$ cat src/rtl/ram_fifo_ctrl.sv
// FIFO controller for a 1-write/1-read RAM with a registered read port, exposed as valid/ready streams.
// Define RAM_FIFO_CTRL_FLUSH_EN to add a flush input that discards every held word.
module ram_fifo_ctrl #(
   parameter int dataWidth = 32,
   parameter int depthLog2 = 4
) (
   input  logic                 clk,
   input  logic                 reset,
`ifdef RAM_FIFO_CTRL_FLUSH_EN
   input  logic                 flush,
`endif
   input  logic                 push_valid,
   output logic                 push_ready,
   input  logic [dataWidth-1:0] push_payload,
   output logic                 pop_valid,
   input  logic                 pop_ready,
   output logic [dataWidth-1:0] pop_payload,
   output logic [depthLog2+1:0] occupancy,
   output logic                 ram_wr_en,
   output logic                 ram_wr_mask,
   output logic [depthLog2-1:0] ram_wr_addr,
   output logic [dataWidth-1:0] ram_wr_data,
   output logic                 ram_rd_en,
   output logic [depthLog2-1:0] ram_rd_addr,
   input  logic [dataWidth-1:0] ram_rd_data
);
   localparam int PtrWidth = depthLog2 + 1;
   localparam logic [PtrWidth-1:0] FullCount = {1'b1, {depthLog2{1'b0}}};

   logic [PtrWidth-1:0]  wptr_reg, wptr_next;
   logic [PtrWidth-1:0]  rptr_reg, rptr_next;
   logic                 rd_pending_reg, rd_pending_next;
   logic [1:0]           out_count_reg, out_count_next;
   logic [dataWidth-1:0] queue_reg [2];
   logic [dataWidth-1:0] queue_next [2];

   logic [PtrWidth-1:0]  ram_count;
   logic                 push_fire;
   logic                 pop_fire;
   logic                 rd_issue;
   logic [2:0]           committed;
   logic [1:0]           kept;

   // Writes become visible to ram_count only after their edge, so a read never targets the word being written.
   assign ram_count   = wptr_reg - rptr_reg;
   assign push_ready  = (ram_count != FullCount);
   assign push_fire   = push_valid & push_ready;

   assign pop_valid   = (out_count_reg != 2'd0);
   assign pop_fire    = pop_valid & pop_ready;
   assign pop_payload = queue_reg[0];

   // Slots of the output queue already claimed once this cycle's pop is accounted for.
   assign committed = {1'b0, out_count_reg} + {2'b00, rd_pending_reg} - {2'b00, pop_fire};
   assign rd_issue  = (ram_count != '0) && (committed < 3'd2);
   assign kept      = out_count_reg - {1'b0, pop_fire};

   assign ram_wr_en   = push_fire;
   assign ram_wr_mask = 1'b1;
   assign ram_wr_addr = wptr_reg[depthLog2-1:0];
   assign ram_wr_data = push_payload;
   assign ram_rd_en   = rd_issue;
   assign ram_rd_addr = rptr_reg[depthLog2-1:0];

   assign occupancy = {1'b0, ram_count}
                    + {{(depthLog2+1){1'b0}}, rd_pending_reg}
                    + {{depthLog2{1'b0}}, out_count_reg};

   always_comb begin
      wptr_next       = wptr_reg + PtrWidth'(push_fire);
      rptr_next       = rptr_reg + PtrWidth'(rd_issue);
      rd_pending_next = rd_issue;
      out_count_next  = out_count_reg + {1'b0, rd_pending_reg} - {1'b0, pop_fire};
      queue_next[0]   = pop_fire ? queue_reg[1] : queue_reg[0];
      queue_next[1]   = queue_reg[1];
      // The returning word lands right behind whatever survives this cycle's pop.
      if (rd_pending_reg) begin
         if (kept == 2'd0) begin
            queue_next[0] = ram_rd_data;
         end else begin
            queue_next[1] = ram_rd_data;
         end
      end
`ifdef RAM_FIFO_CTRL_FLUSH_EN
      if (flush) begin
         rptr_next       = wptr_reg;
         rd_pending_next = 1'b0;
         out_count_next  = 2'd0;
      end
`endif
   end

   always_ff @(posedge clk) begin
      queue_reg[0] <= queue_next[0];
      queue_reg[1] <= queue_next[1];
      if (reset) begin
         wptr_reg       <= '0;
         rptr_reg       <= '0;
         rd_pending_reg <= 1'b0;
         out_count_reg  <= 2'd0;
      end else begin
         wptr_reg       <= wptr_next;
         rptr_reg       <= rptr_next;
         rd_pending_reg <= rd_pending_next;
         out_count_reg  <= out_count_next;
      end
   end

endmodule
$ cat config.mk
export PLATFORM = sky130hd
export DESIGN_NAME = ram_fifo_ctrl
export DESIGN_NICKNAME = d
export VERILOG_FILES = /design/src/rtl/ram_fifo_ctrl.sv
export SDC_FILE = /design/constraint.sdc
export NUM_CORES = 1
export LEC_CHECK = 0
export CAP_MARGIN = 5
export CORE_AREA = 2 2 92 94
export CTS_BUF_LIST = sky130_fd_sc_hd__clkbuf_4
export CTS_CLUSTER_DIAMETER = 80
export DETAILED_ROUTE_END_ITERATION = 7
export DIE_AREA = 0 0 94 96
export PLACE_DENSITY = 0.88
export SETUP_SLACK_MARGIN = 0.3
export SLEW_MARGIN = 20
export SYNTH_ARGS = -nofsm -noshare
export SYNTH_HDL_FRONTEND = slang
export SYNTH_SLANG_ARGS = --single-unit
$ cat constraint.sdc
create_clock -name clk -period 6.3 [get_ports clk]
set_input_delay 1.26 -clock clk [delete_from_list [all_inputs] [get_ports clk]]
set_output_delay 1.26 -clock clk [all_outputs]
set_load 0.02 [all_outputs]
==> out/qor.log <==
qor: outcome.status completed
qor: cells_and_area.n_fill_cell 763
qor: cells_and_area.area_growth_syn_to_layout 13.4%
qor: placed_design.detailed_place_hpwl 4.45 mm
qor: placed_design.place_inst 452
qor: timing.final.min_clock_period 5.29 ns
qor: worst_setup_path.worst_ep_required_time 5.04 ns
qor: global_route.grt_start_max_net_pins 51
qor: timing.timing_worst_slew_pin_value 1.03 ns
qor: floorplan.fp.dieW 94 µm
qor: clock_tree.cts.repair_timing.setup_buffer_count 0
qor: min_path.whs_endpoint queue_reg[0][19]
qor: synthesis.async_flop_share 0%
qor: route.detail_routed_net_length_per_standard_cell 13.1 µm
qor: synthesis.post_synth_top_area_cell sky130_fd_sc_hd__edfxtp_1
qor: synthesis.synth_cells 344
qor: cells_and_area.insertedDiodeCount 0
qor: floorplan.chipHeight 96 µm
qor: clock_tree.cts_htree_levels 3
qor: route.ant_nets 0
qor: clock_tree.cts_tree yes
qor: placed_design.placed_cell_areas 0.00413 mm²
qor: worst_setup_path.crit_buf_inv 3
qor: synthesis.synth_top_cells_by_area sky130_fd_sc_hd__edfxtp_1, sky130_fd_sc_hd__dfxtp_1, sky130_fd_sc_hd__buf_4, sky130_fd_sc_hd__mux2i_1, sky130_fd_sc_hd__a21oi_1
qor: cells_and_area.drive_gt1_share 5.23%
qor: worst_setup_path.critical_path_type in -> out
qor: global_route.met1_usage 15.9%
qor: worst_setup_path.worst-path-max-fanout 4
qor: timing.fin_skew 0.0115 ns
qor: worst_setup_path.worst-r2r-cell-count 13
qor: cells_and_area.finish.cell_count_without_fillers 468
qor: synthesis.number_of_enable_type_register_cells_in_the_synthesized_netlist 32
qor: global_route.gr-total-overflow 0
qor: synthesis.syn_nets 427
qor: pwr.ir_worst_vdd 0.340 mV
qor: pwr.p_leak 1.76 nW
qor: clock_tree.insertion_delay 0.40 ns
qor: global_route.use_met2 25.3%
qor: floorplan.core_area 0.00805 mm²
qor: synthesis.synth_area_per_cell 10.9 µm²
qor: cells_and_area.final_common_cell sky130_fd_sc_hd__clkdlybuf4s50_1
qor: global_route.globalRouteMet3Util 4.23%
qor: route.num_vias 2248
qor: worst_setup_path.critPathSlowestCell sky130_fd_sc_hd__clkdlybuf4s50_1
qor: worst_setup_path.sort_of_element_at_the_end_of_the_critical_path output pin
qor: global_route.vias_in_the_first_global_route 2145
qor: timing.grt_setup_unrepaired no
qor: synthesis.mappedNetlistArea 0.00373 mm²
qor: job.max_cap_viol_count 0
qor: synthesis.synth_seq_cells 77
qor: floorplan.ioPinCount 151
qor: worst_setup_path.reg2reg_from out_count_reg[1]
qor: synthesis.synth.yosys.seq_area_share 49.9%
qor: cells_and_area.utilization 52.6%
qor: route.route.detailed.drc 0
qor: placed_design.routability_congestion 0.803
qor: clock_tree.clock-sinks 77
qor: cells_and_area.largest_reg_flops 64
qor: global_route.grt.total_usage 14.4%
qor: pwr.power_density 535 mW/mm²
qor: synthesis.area_share_of_the_largest_cell_type_after_synthesis 25.7%
qor: clock_tree.cts-root-buf sky130_fd_sc_hd__clkbuf_4
qor: clock_tree.cts_buffers 9
qor: worst_setup_path.reg2reg_to rptr_reg[4]
qor: route.routed_wirelength 6.14 mm
qor: worst_setup_path.cpMostUsedCell sky130_fd_sc_hd__clkdlybuf4s50_1
qor: timing.final_min_period_over_clock_period 84.0%
qor: synthesis.post_synth_num_cell_types 33
qor: route.count_of_routing_violations_after_the_opening_detailed_route_iteration 56
qor: floorplan.initial_core_util 46.4%
qor: timing.final_max_slew_viol_count 0
qor: global_route.antenna_found_initial 0
qor: timing.worst_hold_slack 0.550 ns
qor: min_path.hp-class reg -> reg
qor: synthesis.postSynth.topFlopCell sky130_fd_sc_hd__dfxtp_1
qor: timing.timing.max_slew.rel_slack 31.3%
qor: route.drt_pre_antenna_iters 4
qor: timing.hold_violations 0
qor: worst_setup_path.timing.critical_path.cells clkdlybuf4s50_1 -> nand3b_1 -> o21ai_0 -> ha_1 -> inv_1 -> fa_1 -> xnor2_1 -> nand2_1 -> a31oi_1 -> clkdlybuf4s50_1
qor: worst_setup_path.r2r_setup_slack 3.35 ns
qor: clock_tree.postCtsHoldBufs 0
qor: placed_design.io_buffers 85
qor: cells_and_area.commonest_cells_after_routing_fill_and_taps_aside sky130_fd_sc_hd__clkdlybuf4s50_1, sky130_fd_sc_hd__dfxtp_1, sky130_fd_sc_hd__nor2_1, sky130_fd_sc_hd__a21oi_1
qor: clock_tree.cts.path.max_buffers 2
qor: worst_setup_path.worstPathArrival 4.03 ns
qor: clock_tree.post_cts_resized 0
qor: cells_and_area.final_net_count 441
qor: worst_setup_path.critical-path-top-delay-family buffers and inverters
qor: clock_tree.cts.reportedPaths.clkPinSlew 0.12 ns
qor: floorplan.rows 33
qor: global_route.first_pass_grt_wire_length 9.94 mm
qor: worst_setup_path.critical_path.startpoint_type primary input
qor: route.vias_per_cell 4.80
qor: global_route.busiest_layer met2
qor: timing.max_clock_freq 189 MHz
qor: synthesis.synth-warning-count 0
qor: min_path.hold_depth 2
qor: min_path.min-delay-start queue_reg[0][51]
qor: cells_and_area.finish.instance_area 0.00424 mm²
qor: timing.setup-violations-final 0
qor: worst_setup_path.cpPeakStageDelay 0.67 ns
qor: floorplan.design.die.area 0.00902 mm²
qor: timing.setup-tns-final 0 ns
cells by family (layout without fill, tap and decap cells):
group | after synthesis | count (layout) | synth area share [%]
AND/OR/NAND/NOR | 67 | 67 | 8.28
buffers and inverters | 97 | 116 | 17.9
other | 1 | 1 | 0.100
XOR/XNOR | 14 | 14 | 3.28
adder cells (fa/ha/maj) | 15 | 15 | 5.83
flip-flops | 77 | 77 | 49.9
multiplexers | 32 | 32 | 8.58
AO/OA/AOI/OAI | 41 | 41 | 6.17
worst max path at each step:
stage / endpoint / from / depth (start not counted) / slack, ns
finish: ram_rd_en / pop_ready / 10 / 1.01
floorplan: ram_rd_en / pop_ready / 8 / 2.31
detailed placement: ram_rd_en / pop_ready / 10 / 1.00
global placement: ram_rd_en / pop_ready / 10 / 1.07
CTS: ram_rd_en / pop_ready / 10 / 0.98
global route: ram_rd_en / pop_ready / 10 / 0.85
report_power, final:
group	total [mW]	leakage (nW)	switching (mW)	internal [mW]
clock network	0.242	0.0572	0.164	0.0784
logic	1.24	1.03	0.659	0.578
registers	0.787	0.667	0.0846	0.702
total	2.27	1.76	0.907	1.36
metal layers:
metal	share of wire (%)	wire, µm
met1	42	2610
met2	50	3090
met3	5.2	322
met4	1.9	118
met5	0	0
metrics by stage:
step	worst slack (ns)	power, mW
final	1.01	2.27
after global routing	0.846	2.44
after CTS	0.980	2.30
after detailed placement	1.00	2.06
after global placement	1.07	2.02
after floorplan	2.31	1.75
worst register-to-register path, cell delays in order (launching register included):
cell                       delay (ns)
sky130_fd_sc_hd__dfxtp_1         0.54
sky130_fd_sc_hd__nand3b_1        0.25
sky130_fd_sc_hd__o21ai_0         0.18
sky130_fd_sc_hd__ha_1            0.20
sky130_fd_sc_hd__inv_1           0.05
sky130_fd_sc_hd__fa_1            0.37
sky130_fd_sc_hd__xnor2_1         0.14
sky130_fd_sc_hd__nand2_1         0.08
sky130_fd_sc_hd__a31oi_1         0.28
sky130_fd_sc_hd__ha_1            0.24
sky130_fd_sc_hd__ha_1            0.19
sky130_fd_sc_hd__nand3_1         0.11
sky130_fd_sc_hd__xor2_1          0.17
sky130_fd_sc_hd__nor2_1          0.05
layout make-up:
type	count	area [µm²]	share of cell area, %
flip-flops and latches	77	1860	44.0
inverters	14	52.6	1.24
multi-input cells	170	1220	28.9
clock inverters	7	41.3	0.975
repair buffers	86	858	20.3
well taps	105	131	3.10
clock buffers	9	67.6	1.60
cell usage after synthesis (all sizes together) (2+ instances only):
master / number
dfxtp: 45
fa: 4
xor2: 4
nor2b: 7
buf: 82
edfxtp: 32
nand2: 2
nand3b: 3
ha: 11
nand3: 5
xnor2: 10
a21oi: 34
nand2b: 2
mux2i: 32
inv: 14
nor2: 43
o21ai: 2
Note: power is estimated with default switching activity, not from simulation.
